==> src/rtl/fp32_maxmin_ctrl.sv <==
`default_nettype none
// ============================================================================
//  Module   : fp32_maxmin_ctrl
//  Purpose  : Streams i_len FP32 elements over valid/ready, finds the maximum
//             and minimum with one shared external FP32 compare unit (GT then
//             LT per element), and reports the extrema, their first-occurrence
//             indices and sticky NaN / compare-protocol error flags.
//  Ports    :
//    clk, rstn                      clock, synchronous active-low reset
//    i_start, i_len                 job start (IDLE only) and element count
//    i_data_valid, i_data,
//    o_data_ready                   element stream handshake
//    o_busy                         high whenever not IDLE
//    o_cmp_valid, o_cmp_op,
//    o_cmp_a, o_cmp_b               request to the compare unit (1=GT, 3=LT)
//    i_cmp_result_valid,
//    i_cmp_result, i_cmp_nan_err    registered compare-unit response
//    o_done                         one-cycle job completion pulse
//    o_max, o_min,
//    o_max_idx, o_min_idx           extrema and their first indices
//    o_nan_err, o_cmp_err           sticky per-job error flags
//  Revision : 1.0  initial release
// ============================================================================
module fp32_maxmin_ctrl #(
    parameter int LEN_W = 16
) (
    input  logic             clk,
    input  logic             rstn,
    input  logic             i_start,
    input  logic [LEN_W-1:0] i_len,
    input  logic             i_data_valid,
    input  logic [31:0]      i_data,
    output logic             o_data_ready,
    output logic             o_busy,
    output logic             o_cmp_valid,
    output logic [2:0]       o_cmp_op,
    output logic [31:0]      o_cmp_a,
    output logic [31:0]      o_cmp_b,
    input  logic             i_cmp_result_valid,
    input  logic             i_cmp_result,
    input  logic             i_cmp_nan_err,
    output logic             o_done,
    output logic [31:0]      o_max,
    output logic [31:0]      o_min,
    output logic [LEN_W-1:0] o_max_idx,
    output logic [LEN_W-1:0] o_min_idx,
    output logic             o_nan_err,
    output logic             o_cmp_err
);

    localparam logic [2:0]  C_IDLE     = 3'd0;
    localparam logic [2:0]  C_FETCH    = 3'd1;
    localparam logic [2:0]  C_CMP_MAX  = 3'd2;
    localparam logic [2:0]  C_CMP_MIN  = 3'd3;
    localparam logic [2:0]  C_WAIT_MIN = 3'd4;
    localparam logic [2:0]  C_DONE     = 3'd5;

    localparam logic [2:0]  C_OP_NONE  = 3'd0;
    localparam logic [2:0]  C_OP_GT    = 3'd1;
    localparam logic [2:0]  C_OP_LT    = 3'd3;
    localparam logic [31:0] C_QNAN     = 32'h7FC0_0000;

    logic [2:0]       r_state;
    logic [LEN_W-1:0] r_len;
    logic [LEN_W-1:0] r_cnt;
    logic [31:0]      r_elem;
    logic [LEN_W-1:0] r_elem_idx;
    logic             r_have_ref;
    logic             r_cmp_valid;
    logic [2:0]       r_cmp_op;
    logic [31:0]      r_cmp_a;
    logic [31:0]      r_cmp_b;
    logic [31:0]      r_max;
    logic [31:0]      r_min;
    logic [LEN_W-1:0] r_max_idx;
    logic [LEN_W-1:0] r_min_idx;
    logic             r_nan_err;
    logic             r_cmp_err;

    logic             w_elem_nan;
    logic [LEN_W-1:0] w_cnt_inc;
    logic             w_last_fetch;

    assign w_elem_nan   = (i_data[30:23] == 8'hFF) && (i_data[22:0] != 23'd0);
    assign w_cnt_inc    = r_cnt + LEN_W'(1);
    assign w_last_fetch = (w_cnt_inc == r_len);

    // Ready and busy depend on state only, never on the incoming valid.
    assign o_data_ready = (r_state == C_FETCH);
    assign o_busy       = (r_state != C_IDLE);
    assign o_done       = (r_state == C_DONE);

    assign o_cmp_valid  = r_cmp_valid;
    assign o_cmp_op     = r_cmp_op;
    assign o_cmp_a      = r_cmp_a;
    assign o_cmp_b      = r_cmp_b;
    assign o_max        = r_max;
    assign o_min        = r_min;
    assign o_max_idx    = r_max_idx;
    assign o_min_idx    = r_min_idx;
    assign o_nan_err    = r_nan_err;
    assign o_cmp_err    = r_cmp_err;

    always_ff @(posedge clk) begin
        if (!rstn) begin
            r_state     <= C_IDLE;
            r_len       <= '0;
            r_cnt       <= '0;
            r_elem      <= '0;
            r_elem_idx  <= '0;
            r_have_ref  <= 1'b0;
            r_cmp_valid <= 1'b0;
            r_cmp_op    <= C_OP_NONE;
            r_cmp_a     <= '0;
            r_cmp_b     <= '0;
            r_max       <= C_QNAN;
            r_min       <= C_QNAN;
            r_max_idx   <= '0;
            r_min_idx   <= '0;
            r_nan_err   <= 1'b0;
            r_cmp_err   <= 1'b0;
        end else begin
            // Compare request is a registered pulse; only the two compare
            // states re-arm it. Operands hold their last value otherwise.
            r_cmp_valid <= 1'b0;
            r_cmp_op    <= C_OP_NONE;

            case (r_state)
                C_IDLE: begin
                    if (i_start) begin
                        r_len      <= i_len;
                        r_cnt      <= '0;
                        r_have_ref <= 1'b0;
                        r_nan_err  <= 1'b0;
                        r_cmp_err  <= 1'b0;
                        r_max      <= C_QNAN;
                        r_min      <= C_QNAN;
                        r_max_idx  <= '0;
                        r_min_idx  <= '0;
                        r_state    <= (i_len == '0) ? C_DONE : C_FETCH;
                    end
                end

                C_FETCH: begin
                    if (i_data_valid) begin
                        r_elem     <= i_data;
                        r_elem_idx <= r_cnt;
                        r_cnt      <= w_cnt_inc;
                        if (w_elem_nan) begin
                            // NaN elements never reach the compare unit.
                            r_nan_err <= 1'b1;
                            r_state   <= w_last_fetch ? C_DONE : C_FETCH;
                        end else if (!r_have_ref) begin
                            // First ordinary element seeds both extrema.
                            r_max      <= i_data;
                            r_min      <= i_data;
                            r_max_idx  <= r_cnt;
                            r_min_idx  <= r_cnt;
                            r_have_ref <= 1'b1;
                            r_state    <= w_last_fetch ? C_DONE : C_FETCH;
                        end else begin
                            // Issue GT now so it is on the bus in CMP_MAX.
                            r_cmp_valid <= 1'b1;
                            r_cmp_op    <= C_OP_GT;
                            r_cmp_a     <= i_data;
                            r_cmp_b     <= r_max;
                            r_state     <= C_CMP_MAX;
                        end
                    end
                end

                C_CMP_MAX: begin
                    // Min is already final for this element, so LT can go out
                    // while the GT result is still on its way back.
                    r_cmp_valid <= 1'b1;
                    r_cmp_op    <= C_OP_LT;
                    r_cmp_a     <= r_elem;
                    r_cmp_b     <= r_min;
                    r_state     <= C_CMP_MIN;
                end

                C_CMP_MIN: begin
                    // GT result for the request issued in CMP_MAX.
                    r_nan_err <= r_nan_err | i_cmp_nan_err;
                    if (!i_cmp_result_valid) begin
                        r_cmp_err <= 1'b1;
                    end else if (i_cmp_result) begin
                        r_max     <= r_elem;
                        r_max_idx <= r_elem_idx;
                    end
                    r_state <= C_WAIT_MIN;
                end

                C_WAIT_MIN: begin
                    // LT result for the request issued in CMP_MIN.
                    r_nan_err <= r_nan_err | i_cmp_nan_err;
                    if (!i_cmp_result_valid) begin
                        r_cmp_err <= 1'b1;
                    end else if (i_cmp_result) begin
                        r_min     <= r_elem;
                        r_min_idx <= r_elem_idx;
                    end
                    r_state <= (r_cnt == r_len) ? C_DONE : C_FETCH;
                end

                C_DONE: begin
                    if (!r_have_ref) begin
                        r_max     <= C_QNAN;
                        r_min     <= C_QNAN;
                        r_max_idx <= '0;
                        r_min_idx <= '0;
                    end
                    r_state <= C_IDLE;
                end

                default: begin
                    r_state <= C_IDLE;
                end
            endcase
        end
    end

endmodule
`default_nettype wire

==> config.mk <==
export PLATFORM = sky130hd
export DESIGN_NAME = fp32_maxmin_ctrl
export DESIGN_NICKNAME = d
export VERILOG_FILES = /design/src/rtl/fp32_maxmin_ctrl.sv
export SDC_FILE = /design/constraint.sdc
export NUM_CORES = 1
export LEC_CHECK = 0
export ABC_AREA = 1
export CAP_MARGIN = 20
export CORE_MARGIN = 8
export CORE_UTILIZATION = 50
export CTS_CLUSTER_SIZE = 40
export DETAILED_ROUTE_END_ITERATION = 12
export PLACE_DENSITY = 0.78
export SYNTH_ARGS = -nofsm -noshare
export SYNTH_HDL_FRONTEND = slang
export SYNTH_SLANG_ARGS = --single-unit
==> constraint.sdc <==
create_clock -name clk -period 2.2 [get_ports clk]
set_input_delay 0.44 -clock clk [delete_from_list [all_inputs] [get_ports clk]]
set_output_delay 0.44 -clock clk [all_outputs]
set_load 0.005 [all_outputs]
==> run metrics <==
FFs w/ async S/R, synth 0; area of the multi-input gates ~5200 um2; Die W roughly 160 um; Power Dens Cells roughly 830 nW/um2; Core Util, Final 0.684; FF+latch area 4970 um2; post-synthesis cell area about 11000 um2; port bufs 222; hold buffers post-CTS 0; ranking of synthesized cells by area dfxtp_1 45%, nand3_1 8.2%, nand2_1 7.2%, o21ai_0 6.6%, o21ai_1 5.7%; Gate power share 0.207; most common cell after layout, fill and taps aside dfxtp_1; final-report setup violation count 0; Worst setup SP type flip-flop; Distinct cells, synth 37; die area approximately 27000 um2; RSZ-0062 raised after global routing false; Sw Ratio 0.283; achievable frequency 488 MHz; critical path type flip-flop to output pin; cell taking the most area after synthesis dfxtp_1; Internal Dissipation roughly 9 mW; largest net degree at the start of global routing 75; #FFs+latches synth 248; Main synth FF type dfxtp_1; initial antenna violation count 1; most frequent cells in the layout 245 x dfxtp_1, 218 x clkdlybuf4s50_1, 209 x nand2_1; critical path peak fanout 6; die height between 150 and 200 um; Routed WL 38.0 mm; Worst-path clk slew around 60 ps; first-pass GRT wire length between 50 and 60 mm; critical path capture point type output pin; nets roughly 1800; area delta synth->final 34.6%; TritonCTS Sinks 248; Period Utilization, post-route 0.932; leakage power ~5.8 nW; CP Data Arrival Time 1610 ps; Max transition margin 0.453; TritonCTS buffer count 27; clk root buf clkbuf_16; fillers ~1800; number of core rows 54; sw power 3.47 mW; starting density of the core 0.508; top cell type's share of synthesized area 0.449; Worst-Margin Slew 820 ps; Clock Latency Late Sink between 500 and 600 ps; cells after synthesis between 1500 and 2000; CTS tree done; Post-Syn Area per Cell ~7.2 um2; Final Hold Viols 0; DP HPWL approximately 26 mm; Routed Antenna Nets 0; sequential share of power 0.421; Seq/Total Area, Yosys 0.449; hold crit path type input port to flip-flop; DR WL/cell between 15 and 20 um; overall power ~12 mW; Boundary Pins 224; setup slack after layout 149 ps; Post-synth EDFFs 0; area of the core about 22000 um2; GP Congestion roughly 0.95; clock network power share 0.372; GR Util All Layers 0.269; via count between 10000 and 15000; yosys synthesis warning count 0; dpl ws -235 ps; H-tree Lvls 1; Pins Over Slew Limit 0; Final min period ~2100 ps; routed vias/inst about 5.8; Critical Path RT approximately 1800 ps; fraction of layout instances using a drive strength above 1 0.0943; worst vdd ir just over 0.6 mV; # DRC 0; drt first-iter violations 1105; Worst Skew roughly 17 ps; global route overflow 0; Max-Cap Viols 0; TritonRoute pass-1 iters 5; vias in the first global route about 11000; clk buf depth 3; post-synthesis net count 1582; status finished, final reports clean
[synthesized netlist by cell type, types with 4 or more instances]
| master | n |
|---|---|
| nor2_1 | 127 |
| nor4_1 | 4 |
| buf_2 | 25 |
| xor2_1 | 15 |
| a21oi_1 | 91 |
| a22oi_1 | 39 |
| nor3_1 | 6 |
| nand4_1 | 7 |
| dfxtp_1 | 248 |
| o21ai_1 | 127 |
| a31oi_1 | 64 |
| inv_2 | 8 |
| buf_1 | 4 |
| nand2_1 | 212 |
| o211ai_1 | 10 |
| clkbuf_1 | 94 |
| nand3_1 | 182 |
| inv_1 | 87 |
| buf_4 | 5 |
| o21ai_0 | 145 |
[metal layers]
layer / routed length [um] / track usage / vias to the layer above
met5: 0 / 0 / -
met4: 1340 / 0.110 / 0
met3: 3510 / 0.0454 / 83
met2: 17800 / 0.456 / 582
met1: 15400 / 0.332 / 5561
li1: - / - / 5674
[final cells by class]
type | count | area share
inverter | 97 | 0.0248
clock inverter | 10 | 0.00740
antenna | 1 | 0.000168
multi-input combinational | 1050 | 0.349
sequential | 248 | 0.334
timing repair buffer | 317 | 0.208
tap | 280 | 0.0235
clock buffer | 38 | 0.0536
[sequential cells by signal, summed over array words and instances, names as in the netlist]
signal and count:
o_max 32, r_cnt 16, r_elem 32, o_cmp_op 2, r_elem_idx 16, o_max_idx 16
o_min_idx 16, o_cmp_a 32, r_state 3, r_len 16, o_cmp_err 1, r_have_ref 1
o_min 32, o_nan_err 1, o_cmp_b 32
[logic make-up (layout without fill, tap and decap cells)]
kind of cell             after synthesis  in the layout  share of synthesized area
AND/OR/NAND/NOR                      547            547                      0.212
adder cells (fa/ha/maj)                1              1                    0.00113
AO/OA/AOI/OAI                        483            483                      0.239
flip-flops                           248            248                      0.449
XOR/XNOR                              18             18                     0.0143
buffers and inverters                228            462                     0.0842
other                                  1              2                   0.000339
[power by group through the flow]
stage / clock network, mW / logic (mW) / registers [mW]
floorplan: 0 / 1.16 / 5.21
global placement: 0 / 2.47 / 5.25
detailed placement: 0 / 2.51 / 5.25
CTS: 4.63 / 2.54 / 5.16
global route: 4.80 / 2.76 / 5.21
finish: 4.57 / 2.54 / 5.17
[final timing paths]
kind / start / end / slack (ps) / depth (start not counted)
worst max register to register: r_state[2] / r_cnt[13] / 200 / 12
worst min register to register: r_len[3] / r_len[3] / 480 / 2
worst min-delay path: rstn / o_cmp_b[11] / 300 / 3
worst max-delay path: r_state[1] / o_busy / 150 / 5
[repair_timing]
action                                 CTS  global route
setup endpoints to repair                3             0
gates resized for setup                  7             0
endpoints found under the hold margin    0             0
setup buffers                            1             0
[stage by stage]
stage / instance area, um2 / hold slack [ps] / std cells / setup TNS, ps
after floorplan: 11100 / 444 / 1526 / 0
after global placement: 14000 / 448 / 1991 / -12870
after detailed placement: 14000 / 471 / 1991 / -24400
after CTS: 14900 / 289 / 2040 / 0
after global routing: 14900 / 311 / 2041 / 0
final: 14900 / 303 / 2041 / 0
[critical path: stages (launching register included)]
cell and delay [ps]:
dfxtp_2 380, nor2_4 120, inv_2 50, nor2_2 140, inv_2 100, dlygate4sd2_1 280
Note: power is estimated with default switching activity, not from simulation.
